===== config.mk =====
export PLATFORM = sky130hd
export DESIGN_NAME = i2s_tx
export DESIGN_NICKNAME = d
export VERILOG_FILES = /design/src/rtl/i2s_tx_pkg.sv /design/src/rtl/i2s_tx_fifo.sv /design/src/rtl/i2s_tx.sv
export SDC_FILE = /design/constraint.sdc
export NUM_CORES = 1
export LEC_CHECK = 0
export ABC_AREA = 1
export BUFFER_PORTS_ARGS = -buffer_cell sky130_fd_sc_hd__buf_2
export CORE_AREA = 2 2 149 151
export CTS_CLUSTER_DIAMETER = 120
export DETAILED_ROUTE_END_ITERATION = 10
export DIE_AREA = 0 0 151 153
export PLACE_DENSITY = 0.83
export SYNTH_ARGS = -nofsm -noshare
export SYNTH_HDL_FRONTEND = slang
export SYNTH_HIERARCHICAL = 1
export SYNTH_SLANG_ARGS = --single-unit

===== constraint.sdc =====
create_clock -name HCLK -period 6.55 [get_ports HCLK]
set_input_delay 0.3275 -clock HCLK [delete_from_list [all_inputs] [get_ports HCLK]]
set_output_delay 0.3275 -clock HCLK [all_outputs]
set_load 0.005 [all_outputs]

===== src/rtl/i2s_tx_pkg.sv =====
// Shared definitions for the I2S slave transmitter: default widths and word-select encoding.
package i2s_tx_pkg;

  localparam int unsigned DEF_DATA_W     = 32;
  localparam int unsigned DEF_FIFO_DEPTH = 4;

  // Word-select level on the wire: 0 selects the left channel, 1 the right.
  typedef enum logic {
    WS_LEFT  = 1'b0,
    WS_RIGHT = 1'b1
  } ws_e;

endpackage : i2s_tx_pkg


===== src/rtl/i2s_tx_fifo.sv =====
// Single-clock frame FIFO with registered full/empty flags and occupancy level.
module i2s_tx_fifo #(
  parameter int unsigned WIDTH = 64,
  parameter int unsigned DEPTH = 4
) (
  input  logic                       clk_i,
  input  logic                       rst_i,
  input  logic [WIDTH-1:0]           wr_data_i,
  input  logic                       wr_valid_i,
  output logic                       wr_ready_o,
  input  logic                       rd_en_i,
  output logic [WIDTH-1:0]           rd_data_o,
  output logic                       empty_o,
  output logic [$clog2(DEPTH):0]     level_o
);

  localparam int unsigned PTR_W = $clog2(DEPTH);
  localparam int unsigned LVL_W = PTR_W + 1;

  logic [WIDTH-1:0] mem_q [DEPTH];
  logic [PTR_W-1:0] wptr_q, wptr_d, rptr_q, rptr_d;
  logic [LVL_W-1:0] cnt_q, cnt_d;
  logic             full_q, full_d, empty_q, empty_d;
  logic             push_c, pop_c;

  // A full FIFO refuses writes even when a pop frees a slot in the same cycle.
  always_comb begin
    push_c  = wr_valid_i & ~full_q;
    pop_c   = rd_en_i & ~empty_q;
    wptr_d  = push_c ? wptr_q + PTR_W'(1) : wptr_q;
    rptr_d  = pop_c  ? rptr_q + PTR_W'(1) : rptr_q;
    cnt_d   = cnt_q + LVL_W'(push_c) - LVL_W'(pop_c);
    full_d  = (cnt_d == LVL_W'(DEPTH));
    empty_d = (cnt_d == '0);
  end

  always_ff @(posedge clk_i) begin
    if (rst_i) begin
      wptr_q  <= '0;
      rptr_q  <= '0;
      cnt_q   <= '0;
      full_q  <= 1'b0;
      empty_q <= 1'b1;
    end else begin
      wptr_q  <= wptr_d;
      rptr_q  <= rptr_d;
      cnt_q   <= cnt_d;
      full_q  <= full_d;
      empty_q <= empty_d;
    end
  end

  always_ff @(posedge clk_i) begin
    if (push_c) mem_q[wptr_q] <= wr_data_i;
  end

  assign wr_ready_o = ~full_q;
  assign rd_data_o  = mem_q[rptr_q];
  assign empty_o    = empty_q;
  assign level_o    = cnt_q;

endmodule : i2s_tx_fifo


===== src/rtl/i2s_tx.sv =====
// I2S slave transmitter: serialises queued {left,right} frames onto sd, MSB first,
// one bit after each ws transition, timed by an externally mastered i2s_clk/ws.
module i2s_tx
  import i2s_tx_pkg::*;
#(
  parameter int unsigned DATA_W     = DEF_DATA_W,
  parameter int unsigned FIFO_DEPTH = DEF_FIFO_DEPTH
) (
  input  logic                          HCLK,
  input  logic                          HRESET,
  input  logic                          i2s_clk,
  input  logic                          ws,
  output logic                          sd,
  input  logic [2*DATA_W-1:0]           wr_data,
  input  logic                          wr_valid,
  output logic                          wr_ready,
  output logic [$clog2(FIFO_DEPTH):0]   level,
  output logic                          underrun,
  input  logic                          clr_underrun
);

  localparam int unsigned CNT_W = $clog2(DATA_W);

  logic [2:0]          sck_q;
  logic [1:0]          ws_s_q;
  ws_e                 ws_r_q, ws_r_d, ws_d_q, ws_d_d;
  logic [CNT_W-1:0]    cnt_q, cnt_d;
  logic [DATA_W-1:0]   shift_q, shift_d, hold_q, hold_d;
  logic                sd_q, sd_d;
  logic                underrun_q, underrun_d;
  logic                rise_c, fall_c, pop_c, set_ur_c;
  logic [DATA_W-1:0]   word_c;
  logic [2*DATA_W-1:0] fifo_rd_data;
  logic                fifo_empty;

  i2s_tx_fifo #(
    .WIDTH (2*DATA_W),
    .DEPTH (FIFO_DEPTH)
  ) u_fifo (
    .clk_i      (HCLK),
    .rst_i      (HRESET),
    .wr_data_i  (wr_data),
    .wr_valid_i (wr_valid),
    .wr_ready_o (wr_ready),
    .rd_en_i    (pop_c),
    .rd_data_o  (fifo_rd_data),
    .empty_o    (fifo_empty),
    .level_o    (level)
  );

  // sck_q[1:0] synchronise i2s_clk; sck_q[2] is the edge-detect delay stage.
  assign rise_c =  sck_q[1] & ~sck_q[2];
  assign fall_c = ~sck_q[1] &  sck_q[2];

  always_comb begin
    ws_r_d     = ws_r_q;
    ws_d_d     = ws_d_q;
    cnt_d      = cnt_q;
    shift_d    = shift_q;
    hold_d     = hold_q;
    sd_d       = sd_q;
    pop_c      = 1'b0;
    set_ur_c   = 1'b0;
    word_c     = '0;

    if (rise_c) begin
      ws_d_d = ws_r_q;
      ws_r_d = ws_e'(ws_s_q[1]);
    end

    if (fall_c) begin
      if (ws_r_q != ws_d_q) begin
        // Channel start: a left start pops the next frame and parks its right word.
        cnt_d = CNT_W'(DATA_W - 1);
        if (ws_r_q == WS_LEFT) begin
          pop_c = 1'b1;
          if (fifo_empty) begin
            hold_d   = '0;
            set_ur_c = 1'b1;
          end else begin
            word_c = fifo_rd_data[2*DATA_W-1:DATA_W];
            hold_d = fifo_rd_data[DATA_W-1:0];
          end
        end else begin
          word_c = hold_q;
        end
        sd_d    = word_c[DATA_W-1];
        shift_d = {word_c[DATA_W-2:0], 1'b0};
      end else if (cnt_q != '0) begin
        cnt_d   = cnt_q - CNT_W'(1);
        sd_d    = shift_q[DATA_W-1];
        shift_d = {shift_q[DATA_W-2:0], 1'b0};
      end else begin
        // Master slot longer than the word: pad with zeros.
        sd_d = 1'b0;
      end
    end

    underrun_d = set_ur_c | (underrun_q & ~clr_underrun);
  end

  always_ff @(posedge HCLK) begin
    if (HRESET) begin
      sck_q      <= '0;
      ws_s_q     <= '0;
      ws_r_q     <= WS_RIGHT;
      ws_d_q     <= WS_RIGHT;
      cnt_q      <= '0;
      shift_q    <= '0;
      hold_q     <= '0;
      sd_q       <= 1'b0;
      underrun_q <= 1'b0;
    end else begin
      sck_q      <= {sck_q[1:0], i2s_clk};
      ws_s_q     <= {ws_s_q[0], ws};
      ws_r_q     <= ws_r_d;
      ws_d_q     <= ws_d_d;
      cnt_q      <= cnt_d;
      shift_q    <= shift_d;
      hold_q     <= hold_d;
      sd_q       <= sd_d;
      underrun_q <= underrun_d;
    end
  end

  assign sd       = sd_q;
  assign underrun = underrun_q;

endmodule : i2s_tx

# Yosys cells after proc, flatten, opt, wreduce, memory -nomap -nowiden
# Memory sizes are Yosys's and may differ from the RTL's. A register that Yosys moved wholly into a read port is not among the register bits.
# Index checks and enable logic that the tools add are counted.
[totals]
register_bits = 87
latchBits = 0
ramBits = 256
mem_bits_ro = 0
in_bits = 70
out_inout_bits = 6
wordCells = 59
mem_count = 1
[classes]
add_sub_neg = 5
n_mul = 0
n_div = 0
order_cmp = 0
n_eq_ne = 2
shifts = 0
muxes = 20
n_bitwise = 12
reduce_logical = 5
[mem_list]
columns = ["memory", "words", "word_bits", "rd", "rd_clocked_by_memory_dff", "wr", "line_no", "text"]
rows = [
  ["u_fifo.mem_q", 4, 64, 1, 1, 1, "i2s_tx_fifo.sv:20", "logic [WIDTH-1:0] mem_q [DEPTH];"],
]
[ops]
columns = ["cell", "n"]
rows = [
  ["2-to-1 mux 32 bit", 5],
  ["2-to-1 mux 1 bit", 11],
  ["2-to-1 mux 5 bit", 2],
  ["inverter 1 bit", 6],
  ["AND 1 bit", 5],
  ["nonzero test 5 bit", 1],
  ["subtractor 5 x 1 -> 5 bit, second input constant", 1],
  ["adder 2 x 1 -> 2 bit, second input constant", 2],
  ["2-to-1 mux 2 bit", 2],
  ["adder 3 x 1 -> 3 bit", 1],
  ["equality test 3 bit, second input constant", 1],
  ["logical NOT 3 bit", 1],
  ["AND reduction 3 bit", 1],
  ["subtractor 3 x 1 -> 3 bit", 1],
  ["AND reduction 2 bit", 1],
  ["nonzero test 2 bit", 1],
  ["inequality test 1 bit", 1],
  ["bitwise OR 1 bit", 1],
]

# Logic depth before layout (Yosys ltp)
# Gate-level depths: netlist of run 1.
[logic_depth]
word_depth = 6
mapped_depth = 16
ltp_nobuf = 15

# Cells and area by module
# The synthesis of run 1 kept the hierarchy.
[by_module_without_submodules]
columns = ["mod", "n_inst", "cells_per_inst", "area_per_inst_um2", "seq_area_each_um2"]
rows = [
  ["i2s_tx_fifo", 1, 688, 10027.1, 7907.6],
  ["i2s_tx", 1, 566, 3769.9, 1541.5],
]

# Worst setup path before layout of run 1
# OpenSTA, ideal clock, no wires.
[synth_timing]
path_kind = "reg2reg"
start = "register u_fifo.wptr_q[0]"
end = "memory u_fifo.mem_q[2][0] (enable)"
setup_ps = 487
t_arrival_ps = 3249
required_time_ps = 6063
setup_slack_ps = 2815
stages_incl_launch_ff = 5
n_path_buf = 0
period_less_slack_ps = 3735
cell_sequence = "dfxtp_1 inv_1 ha_1 inv_1 nor2_1"
[synth_rtl]
columns = ["item", "line_no", "text"]
rows = [
  ["start, declared", "i2s_tx_fifo.sv:21", "logic [PTR_W-1:0] wptr_q, wptr_d, rptr_q, rptr_d;"],
  ["start signal, assigned", "i2s_tx_fifo.sv:45", "wptr_q <= wptr_d;"],
  ["end, declared", "i2s_tx_fifo.sv:20", ""],
]
# No word-level cell before the write port.

# Final worst setup path of run 1
[layout_timing]
start = "register ws_r_q"
end = "register hold_q[10]"
[layout_between]
elab_chain_len = 2
elab_cells_between_ends = 3
classes_between = "1 x eq/ne; 1 x bitwise; 1 x reduce/logical"
[layout_rtl]
columns = ["item", "line_no", "text"]
rows = [
  ["start, declared", "i2s_tx.sv:26", "ws_e ws_r_q, ws_r_d, ws_d_q, ws_d_d;"],
  ["start signal, assigned", "i2s_tx.sv:116", "ws_r_q <= ws_r_d;"],
  ["inequality test 1 bit / inverter 1 bit (equally long branches)", "--", ""],
  ["AND reduction 3 bit (no source line) *", "--", ""],
  ["end signal, assigned", "i2s_tx.sv:120", "hold_q <= hold_d;"],
  ["end, declared", "i2s_tx.sv:28", "logic [DATA_W-1:0] shift_q, shift_d, hold_q, hold_d;"],
]
# Mark *: on every way between the ends. The rest lies on a longest branch, timed or not.
# A chain may end at the register's enable or synchronous reset.

==> results of run 1 <==
-- path summary, 6_finish.rpt --
| check | start | slack [ps] | cells past startpoint | to |
|---|---|---|---|---|
| max | ws_r_q | 3860 | 7 | hold_q[10] |
| min | wr_data[30] | 20 | 1 | u_fifo/mem_q[3][30] |
| max reg2reg | ws_r_q | 3860 | 7 | hold_q[10] |
| min reg2reg | ws_s_q[0] | 410 | 2 | ws_s_q[1] |
-- per-layer routing --
metal	global-route usage, %	part of all wire, %	up-vias
li1	-	-	4432
met2	43.0	50	434
met5	0	0	-
met3	4.15	7.6	82
met4	10.9	3.5	0
met1	35.7	39	4412
-- final cells by class --
class                   instances  area share (%)
well taps                     280            2.29
clock inverters                17           0.939
flip-flops and latches        344            61.7
diodes                          1          0.0163
inverters                      71            1.76
repair buffers                 87            3.04
multi-input cells             764            23.5
clock buffers                  46            6.72
-- registers in the layout, indices dropped and copies added, names as in the netlist, 2 cells and up, named ones only --
signal and flops:
cnt_q 5, shift_q 31, ws_s_q 2, u_fifo/level_o 3
u_fifo/wptr_q 2, hold_q 32, u_fifo/mem_q 256, u_fifo/rptr_q 2
sck_q 3
-- worst max-delay path: stages, from the launching register on --
cell,delay [ps]
dfxtp_1,410
inv_1,130
ha_1,300
buf_4,390
nor2_4,120
nand2_1,850
nand2_1,200
a21oi_2,210
-- cells in the final DEF, fill, tap and decap left out, types with 8 or more instances in the layout --
master     count
a21oi_2       10
edfxtp_1     256
ha_1           8
o22ai_1       64
buf_4         12
buf_2         75
o21ai_0       76
clkbuf_16     37
nand2_1      178
nor2_1       232
a21oi_1       93
dfxtp_1       86
inv_1         64
nand2_2       10
o21ai_1       56
nand3_1       23
-- logic make-up (layout without fill, tap and decap cells) --
group	after synthesis	after routing	synth area share (%)
other	0	1	0
DFF	344	344	68.5
and+or+nand+nor	455	455	13.3
AOI/OAI and AO/OA	300	300	11.8
adders and majority gates	9	9	0.871
buffers and inverters	146	221	5.62
-- per-stage QoR --
step	area, um2	std cells	hold slack, ps
2_1_floorplan	13800	1254	388
3_3_place_gp	14100	1546	400
3_5_place_dp	14100	1546	397
4_1_cts	15300	1609	10.3
5_1_grt	15300	1609	13.8
6_report	15300	1610	24.7
-- report_power, final --
group	internal, uW	leakage [uW]	total, uW	switching, uW
sequential	2460	0.00306	2490	32.2
clock	1190	0.000573	1990	801
combinational	76.6	0.00205	276	200
==> results.yml, run 1 <==
floorplanning:
  die_h_um: 153
  die_x_um: 151
  initial_utilization_pct: 64.2
  ios: 76
  rows: 54
  dieArea_um2: 23100
  core_area_um2: 21500
drt:
  dr_total_vias: 9360
  drt_iter0_drc: 1049
  wirelength_mm: 29.7
  viasPerCell: 5.81
  wl_per_cell_um: 18.5
  dr.pass1.iters: 5
  final_antenna_net_count: 0
  drc: 0
timing:
  worst_slew_pin_slew_ps: 1130
  slew_violations: 0
  layout_setup_ws_ps: 3860
  final_hold_viol_count: 0
  rsz0062_at_grt: "false"
  fin_tns_setup_ps: 0
  period_needed_ps: 2690
  clock_skew_ps: 13.5
  setup_viol: 0
  maxClockFrequency_mhz: 371
  min_period_over_period_pct: 41.1
  relSlewSlack_pct: 24.3
clocking:
  cts_tree: "done"
  numCtsBuffers: 35
  root_buffer: "clkbuf_16"
  worst_skew_pair.late_latency_ps: 510
  cts_setup_buffers: 0
  cts.sinks: 344
  cts_buffer_depth: 3
  htreeDepth: 2
  cts_resized: 0
  path_clk_slew_ps: 60
  hold_buffers: 0
layout:
  nFillCells: 1408
  regArea_um2: 9450
  final_nets: 1382
  drive_gt1_share_pct: 13.6
  area_delta_synth_final_pct: 11.0
  fin_util_pct: 71.3
  multi_input_area_um2: 3600
critical_path:
  worst-setup-path-type: "flop to flop"
  cp.required_ps: 6990
  arrival_ps: 3130
  end_kind: "flop"
  start_kind: "flop"
  crit_fanout: 38
logic_synthesis:
  ys.flop_type: "edfxtp_1"
  syn_inst: 1254
  synth.most_common_cell: "edfxtp_1"
  ys_seq_area_share_pct: 68.5
  syn_nets: 1333
  synthesis.area_um2: 13800
  synth-edff-count: 256
  synth_top_area_cell: "edfxtp_1"
  avgSynthCellArea_um2: 11.0
  ys_warn_count: 6
  synthTopCellsByArea: "edfxtp_1 (56%), dfxtp_1 (13%), nor2_1 (6.4%)"
  synthTopCellsByCount: "edfxtp_1 (256), nor2_1 (236), nand2_1 (178), a21oi_1 (93), dfxtp_1 (88)"
  synth-seq-cells: 344
  synth_top_area_share_pct: 55.7
  synth_cell_types: 31
  synthArstFlopShare_pct: 0
placed_design:
  numPortBuffers: 75
  dp_hpwl_mm: 16.8
  routabilityCongestion: 0.870
  pre_cts_ws_ps: 3900
global_route:
  grt_pass1_vias: 9105
  grt_util_all_layers_pct: 26.4
  grt_pass1_wl_mm: 46.9
  overflow: 0
  antenna_found_initial: 1
  grt_max_degree: 79
power:
  static-leakage-power_uw: 0.00568
  power_uw: 4760
  power.density_nw_per_um2: 310
  peakVddDrop_v: 0.000210
run:
  cap_violations: 0
run_status:
  outcome: "completed"
hold_path:
  worstHoldPathType: "primary input to flop"
(Power assumes the default switching activity.)
==> run 2, diff against run 1 <==
--- a/config.mk
+++ b/config.mk
@@ -7,11 +7,11 @@
 export LEC_CHECK = 0
 export ABC_AREA = 1
 export BUFFER_PORTS_ARGS = -buffer_cell sky130_fd_sc_hd__buf_2
-export CORE_AREA = 2 2 149 151
+export CORE_AREA = 2 2 154 156
 export CTS_CLUSTER_DIAMETER = 120
 export DETAILED_ROUTE_END_ITERATION = 10
-export DIE_AREA = 0 0 151 153
-export PLACE_DENSITY = 0.83
+export DIE_AREA = 0 0 156 158
+export PLACE_DENSITY = 0.79
 export SYNTH_ARGS = -nofsm -noshare
 export SYNTH_HDL_FRONTEND = slang
 export SYNTH_HIERARCHICAL = 1
==> constraint.sdc (replaced) <==
create_clock -name HCLK -period 2.6 [get_ports HCLK]
set_input_delay 0.13 -clock HCLK [delete_from_list [all_inputs] [get_ports HCLK]]
set_output_delay 0.13 -clock HCLK [all_outputs]
set_load 0.005 [all_outputs]
==> run 2 against run 1 <==
Net effect: die area up 6.7%; final cell count increased by 5.4%; sequential power grew to 2.5 times the previous value; clock skew increased by 9.6 ps; sequential share of layout area fell by 3.3 points; worst hold slack better by 150 ps; first-iteration DRC count is 11% lower; non-clock buffer count rose by 78; largest power group unchanged; highest routed layer unchanged.
==> results.yml, run 2 (same netlist as run 1, synthesis figures left out) <==
global_route:
  antenna_found_initial: 1
  grt_max_degree: 82
  grt_pass1_wl_mm: 46.5
  grt_pass1_vias: 9088
  grt_util_all_layers_pct: 24.4
  overflow: 0
critical_path:
  worst-setup-path-type: "flop to flop"
  r2r_slack_ps: 200
  worstRegToRegCells: 15
  critPathLaunch: "ws_r_q"
  arrival_ps: 2840
  worstReg2RegStart: "ws_r_q"
  cp.required_ps: 3040
  crit_fanout: 6
  critPathCapture: "u_fifo/full_q"
  end_kind: "flop"
  worstReg2RegEnd: "u_fifo/full_q"
  start_kind: "flop"
layout:
  largestRegisters: "u_fifo/mem_q (256), hold_q (32), shift_q (31)"
  drive_gt1_share_pct: 13.3
  mostFrequentLayoutCells: "edfxtp_1 (256), nor2_1 (231), nand2_1 (178), a21oi_1 (93), dfxtp_1 (86)"
  fin_util_pct: 70.1
  area_delta_synth_final_pct: 17.2
  stdcell_count: 1697
  final_common_cell: "edfxtp_1"
  final_nets: 1459
  regMostFlops: "u_fifo/mem_q"
  largest_register_ffs: 256
clocking:
  cts_buffer_depth: 3
  path_clk_slew_ps: 60
  cts_tree: "done"
  root_buffer: "clkbuf_16"
  htreeDepth: 2
  worst_skew_pair.late_latency_ps: 510
  cts_setup_buffers: 0
  cts.sinks: 344
  numCtsBuffers: 34
floorplanning:
  ios: 76
  die_h_um: 158
  dieArea_um2: 24600
  rows: 56
  initial_utilization_pct: 59.9
  core_area_um2: 23100
  die_x_um: 156
placed_design:
  routabilityCongestion: 0.821
  numPortBuffers: 75
  placed_cells: 1567
  dp_hpwl_mm: 16.9
drt:
  viasPerCell: 5.64
  dr.pass1.iters: 6
  drc: 0
  wl_per_cell_um: 17.7
  final_antenna_net_count: 0
  wirelength_mm: 30.1
  dr_total_vias: 9569
  drt_iter0_drc: 936
run_status:
  outcome: "completed"
timing:
  setup_viol: 0
  worst_slew_pin_slew_ps: 623
  slew_violations: 0
  period_needed_ps: 2400
  relSlewSlack_pct: 58.5
  final_hold_viol_count: 0
  min_period_over_period_pct: 92.3
  fin_tns_setup_ps: 0
  clock_skew_ps: 23.2
  whs_ps: 178
  maxClockFrequency_mhz: 417
power:
  peakVddDrop_v: 0.000806
  static-leakage-power_uw: 0.00603
  power.density_nw_per_um2: 750
run:
  cap_violations: 0
hold_path:
  worstHoldPathType: "primary input to flop"
==> run 2: changes by cell type in the layout (fill, tap and decap cells not counted), sizes merged <==
cell         delta
dlygate4sd3    +67
clkinvlp        -1
clkinv          -6
buf            +11
bufinv          +4
inv             +2
==> run 2: repair_timing <==
item | CTS | global route
hold buffers | 67 | 0
endpoints found under the setup margin | 0 | 3
hold endpoints to repair | 259 | 0
gates resized for setup | 0 | 1
==> run 2: final cells by class <==
cell class | count | area (um2)
Antenna cell | 1 | 2.50
Clock buffer | 46 | 906
Clock inverter | 16 | 253
Fill cell | 1532 | 6880
Inverter | 71 | 269
Multi-Input combinational cell | 764 | 3600
Sequential cell | 344 | 9450
Tap cell | 290 | 363
Timing Repair Buffer | 165 | 1320
==> run 2: worst min-delay path by stage <==
stage | startpoint | end | slack (ps) | cells past startpoint
4_1_cts | HRESET | ws_r_q | 160 | 3
5_1_grt | HRESET | ws_r_q | 170 | 3
3_3_place_gp | wr_data[18] | u_fifo/mem_q[3][18] | 340 | 1
6_report | wr_valid | u_fifo/wptr_q[1] | 180 | 4
2_1_floorplan | HRESET | u_fifo/level_o[1] | 200 | 1
3_5_place_dp | ws | ws_s_q[0] | 340 | 3
==> run 2: layer usage <==
metal	track usage, %	part of all wire [%]	routed length [um]
met2	43.3	51	15400
met1	31.0	40	12100
met4	8.48	2.7	806
met5	0	0	0
met3	3.48	5.9	1790
==> run 2: report_power, final <==
| part | internal (uW) | total [uW] | switching (uW) |
|---|---|---|---|
| Clock | 3070 | 5040 | 1980 |
| Sequential | 6190 | 6270 | 78.1 |
| Combinational | 285 | 815 | 530 |
| Total | 9550 | 12100 | 2580 |
==> run 2: metrics by stage <==
stage / setup slack (ps) / total power (uW) / area (um2)
after floorplan: -76.4 / 6800 / 13800
after global placement: 228 / 7090 / 14300
after detailed placement: 165 / 7110 / 14300
after CTS: 130 / 12200 / 16200
after global routing: -3.15 / 12500 / 16200
final: 200 / 12100 / 16200
==> run 2: critical path, stage by stage, from the launching register on <==
cell	delay, ps
dfxtp_1	310
inv_1	70
ha_1	140
inv_1	40
nor2_1	90
inv_1	60
nor2_2	210
ha_1	270
inv_1	70
ha_1	150
inv_1	50
fa_1	540
inv_1	50
nor2_1	110
nand3_1	100
nor2_1	90
==> run 3, diff against run 2 <==
--- a/config.mk
+++ b/config.mk
@@ -7,11 +7,12 @@
 export LEC_CHECK = 0
 export ABC_AREA = 1
 export BUFFER_PORTS_ARGS = -buffer_cell sky130_fd_sc_hd__buf_2
-export CORE_AREA = 2 2 154 156
+export CORE_AREA = 2 2 160 162
 export CTS_CLUSTER_DIAMETER = 120
 export DETAILED_ROUTE_END_ITERATION = 10
-export DIE_AREA = 0 0 156 158
-export PLACE_DENSITY = 0.79
+export DIE_AREA = 0 0 162 164
+export GPL_ROUTABILITY_DRIVEN = 1
+export PLACE_DENSITY = 0.74
 export SYNTH_ARGS = -nofsm -noshare
 export SYNTH_HDL_FRONTEND = slang
 export SYNTH_HIERARCHICAL = 1
==> run 3 against run 2 <==
Net effect: via count fell by 2.0%; total power fell by 3.5%; flip-flop and latch count is the same; clock skew fell by 7.7 ps; worst setup slack improved by 52 ps; count of clock-buffer cells in the layout rose by 7; clock power decreased by 7.9%; first-iteration DRC count fell by 15%.
==> results.yml, run 3 (same netlist as run 1, synthesis figures left out) <==
drt:
  wirelength_mm: 29.7
  dr_total_vias: 9382
  final_antenna_net_count: 0
  viasPerCell: 5.40
  dr.pass1.iters: 5
  drt_iter0_drc: 795
  wl_per_cell_um: 17.1
  drc: 0
hold_path:
  hold_end: "u_fifo/wptr_q[0]"
  worstHoldPathType: "primary input to flop"
  whs_path_depth: 4
  min_from: "wr_valid"
global_route:
  antenna_found_initial: 0
  overflow: 0
  grt_pass1_vias: 9327
  grt_pass1_wl_mm: 47.2
  grt_max_degree: 129
  grt_util_all_layers_pct: 22.7
run_status:
  outcome: "completed"
clocking:
  cts_buffer_depth: 3
  cts_tree: "done"
  cts_setup_buffers: 0
  root_buffer: "clkbuf_16"
  worst_skew_pair.late_latency_ps: 500
  numCtsBuffers: 35
  htreeDepth: 2
  cts.sinks: 344
  path_clk_slew_ps: 60
timing:
  period_needed_ps: 2350
  worst_slew_pin_slew_ps: 609
  setup_viol: 0
  clock_skew_ps: 15.5
  rsz0062_at_grt: "false"
  slew_violations: 0
  maxClockFrequency_mhz: 426
  final_hold_viol_count: 0
  min_period_over_period_pct: 90.3
  whs_ps: 197
  fin_tns_setup_ps: 0
  relSlewSlack_pct: 59.4
layout:
  area_delta_synth_final_pct: 16.7
  largest_register_ffs: 256
  regMostFlops: "u_fifo/mem_q"
  drive_gt1_share_pct: 13.3
  regArea_um2: 9450
  antennaDiodeCount: 0
  final_nets: 1463
  multi_input_area_um2: 3600
  largestRegisters: "u_fifo/mem_q (256), hold_q (32), shift_q (31)"
  nFillCells: 1878
  final_common_cell: "edfxtp_1"
  mostFrequentLayoutCells: "edfxtp_1 (256), nor2_1 (231), nand2_1 (178), a21oi_1 (93), dfxtp_1 (86)"
critical_path:
  crit_fanout: 4
  cp_common_cell: "inv_1"
  worstPathCellList: "inv_1, ha_1, inv_1, nor2_1, inv_1, nor2_2, ha_1, inv_1, ha_1, inv_1, fa_1, inv_1, nor2_1, nand3_1, nor2_1"
  worstReg2RegEnd: "u_fifo/full_q"
  start_kind: "flop"
  cp.required_ps: 3030
  critPathMaxStageDelay_ps: 520
  r2r_slack_ps: 250
  worstReg2RegStart: "ws_r_q"
  worstRegToRegCells: 15
  critical_path.slowest_cell: "fa_1"
  worst-setup-path-type: "flop to flop"
  arrival_ps: 2780
  end_kind: "flop"
floorplanning:
  ios: 76
  initial_utilization_pct: 55.6
  core_area_um2: 24800
  die_x_um: 162
  dieArea_um2: 26600
  rows: 58
  die_h_um: 164
run:
  cap_violations: 0
power:
  peakVddDrop_v: 0.000616
  power.density_nw_per_um2: 727
  static-leakage-power_uw: 0.00599
  power_uw: 11700
placed_design:
  dp_hpwl_mm: 17.1
  numPortBuffers: 75
  routabilityCongestion: 0.832
run 3: power by group:
group / leakage (uW) / switching (uW) / internal (uW)
registers: 0.00306 / 74.6 / 6190
clock network: 0.000508 / 1950 / 2690
logic: 0.00242 / 519 / 273
run 3: per-layer routing:
layer	GRT usage, %	wire, um	part of all wire (%)
met1	28.0	12200	41
met2	40.0	15300	51
met3	4.37	1470	4.9
met4	8.09	736	2.5
met5	0	0	0
run 3: critical path, delay by kind of cell, from the launching register on:
family | cells | cell delay [ps]
DFF | 1 | 310
adders and majority gates | 4 | 1070
buffers and inverters | 6 | 360
and+or+nand+nor | 5 | 520
run 3: worst max-delay path by stage:
stage | slack, ps | cells past startpoint | from | end
floorplan | -80 | 4 | u_fifo/wptr_q[0] | u_fifo/mem_q[2][0]
global placement | 380 | 15 | ws_r_q | u_fifo/full_q
detailed placement | 270 | 15 | ws_r_q | u_fifo/full_q
CTS | 230 | 15 | ws_r_q | u_fifo/full_q
global route | 20 | 15 | ws_r_q | u_fifo/full_q
finish | 250 | 15 | ws_r_q | u_fifo/full_q
run 3: per-stage QoR:
step | utilization [%] | worst slack, ps | instances | area, um2
floorplan | - | -76.4 | 1254 | 13800
global placement | 57.9 | 377 | 1610 | 14400
detailed placement | 57.9 | 274 | 1610 | 14400
CTS | 64.9 | 232 | 1738 | 16100
global route | 64.9 | 17.6 | 1738 | 16100
finish | 64.9 | 252 | 1738 | 16100
run 3: repair_timing:
item	4_1_cts	5_1_grt
hold buffers	67	0
resized for setup	0	1
hold endpoints to repair	259	0
endpoints found under the setup margin	0	2
run 3: layout make-up:
cell class / instances / area share (%)
Sequential cell: 344 / 58.7
Multi-Input combinational cell: 764 / 22.4
Inverter: 71 / 1.67
Clock inverter: 8 / 0.264
Timing Repair Buffer: 168 / 8.10
Clock buffer: 53 / 6.31
Tap cell: 330 / 2.56
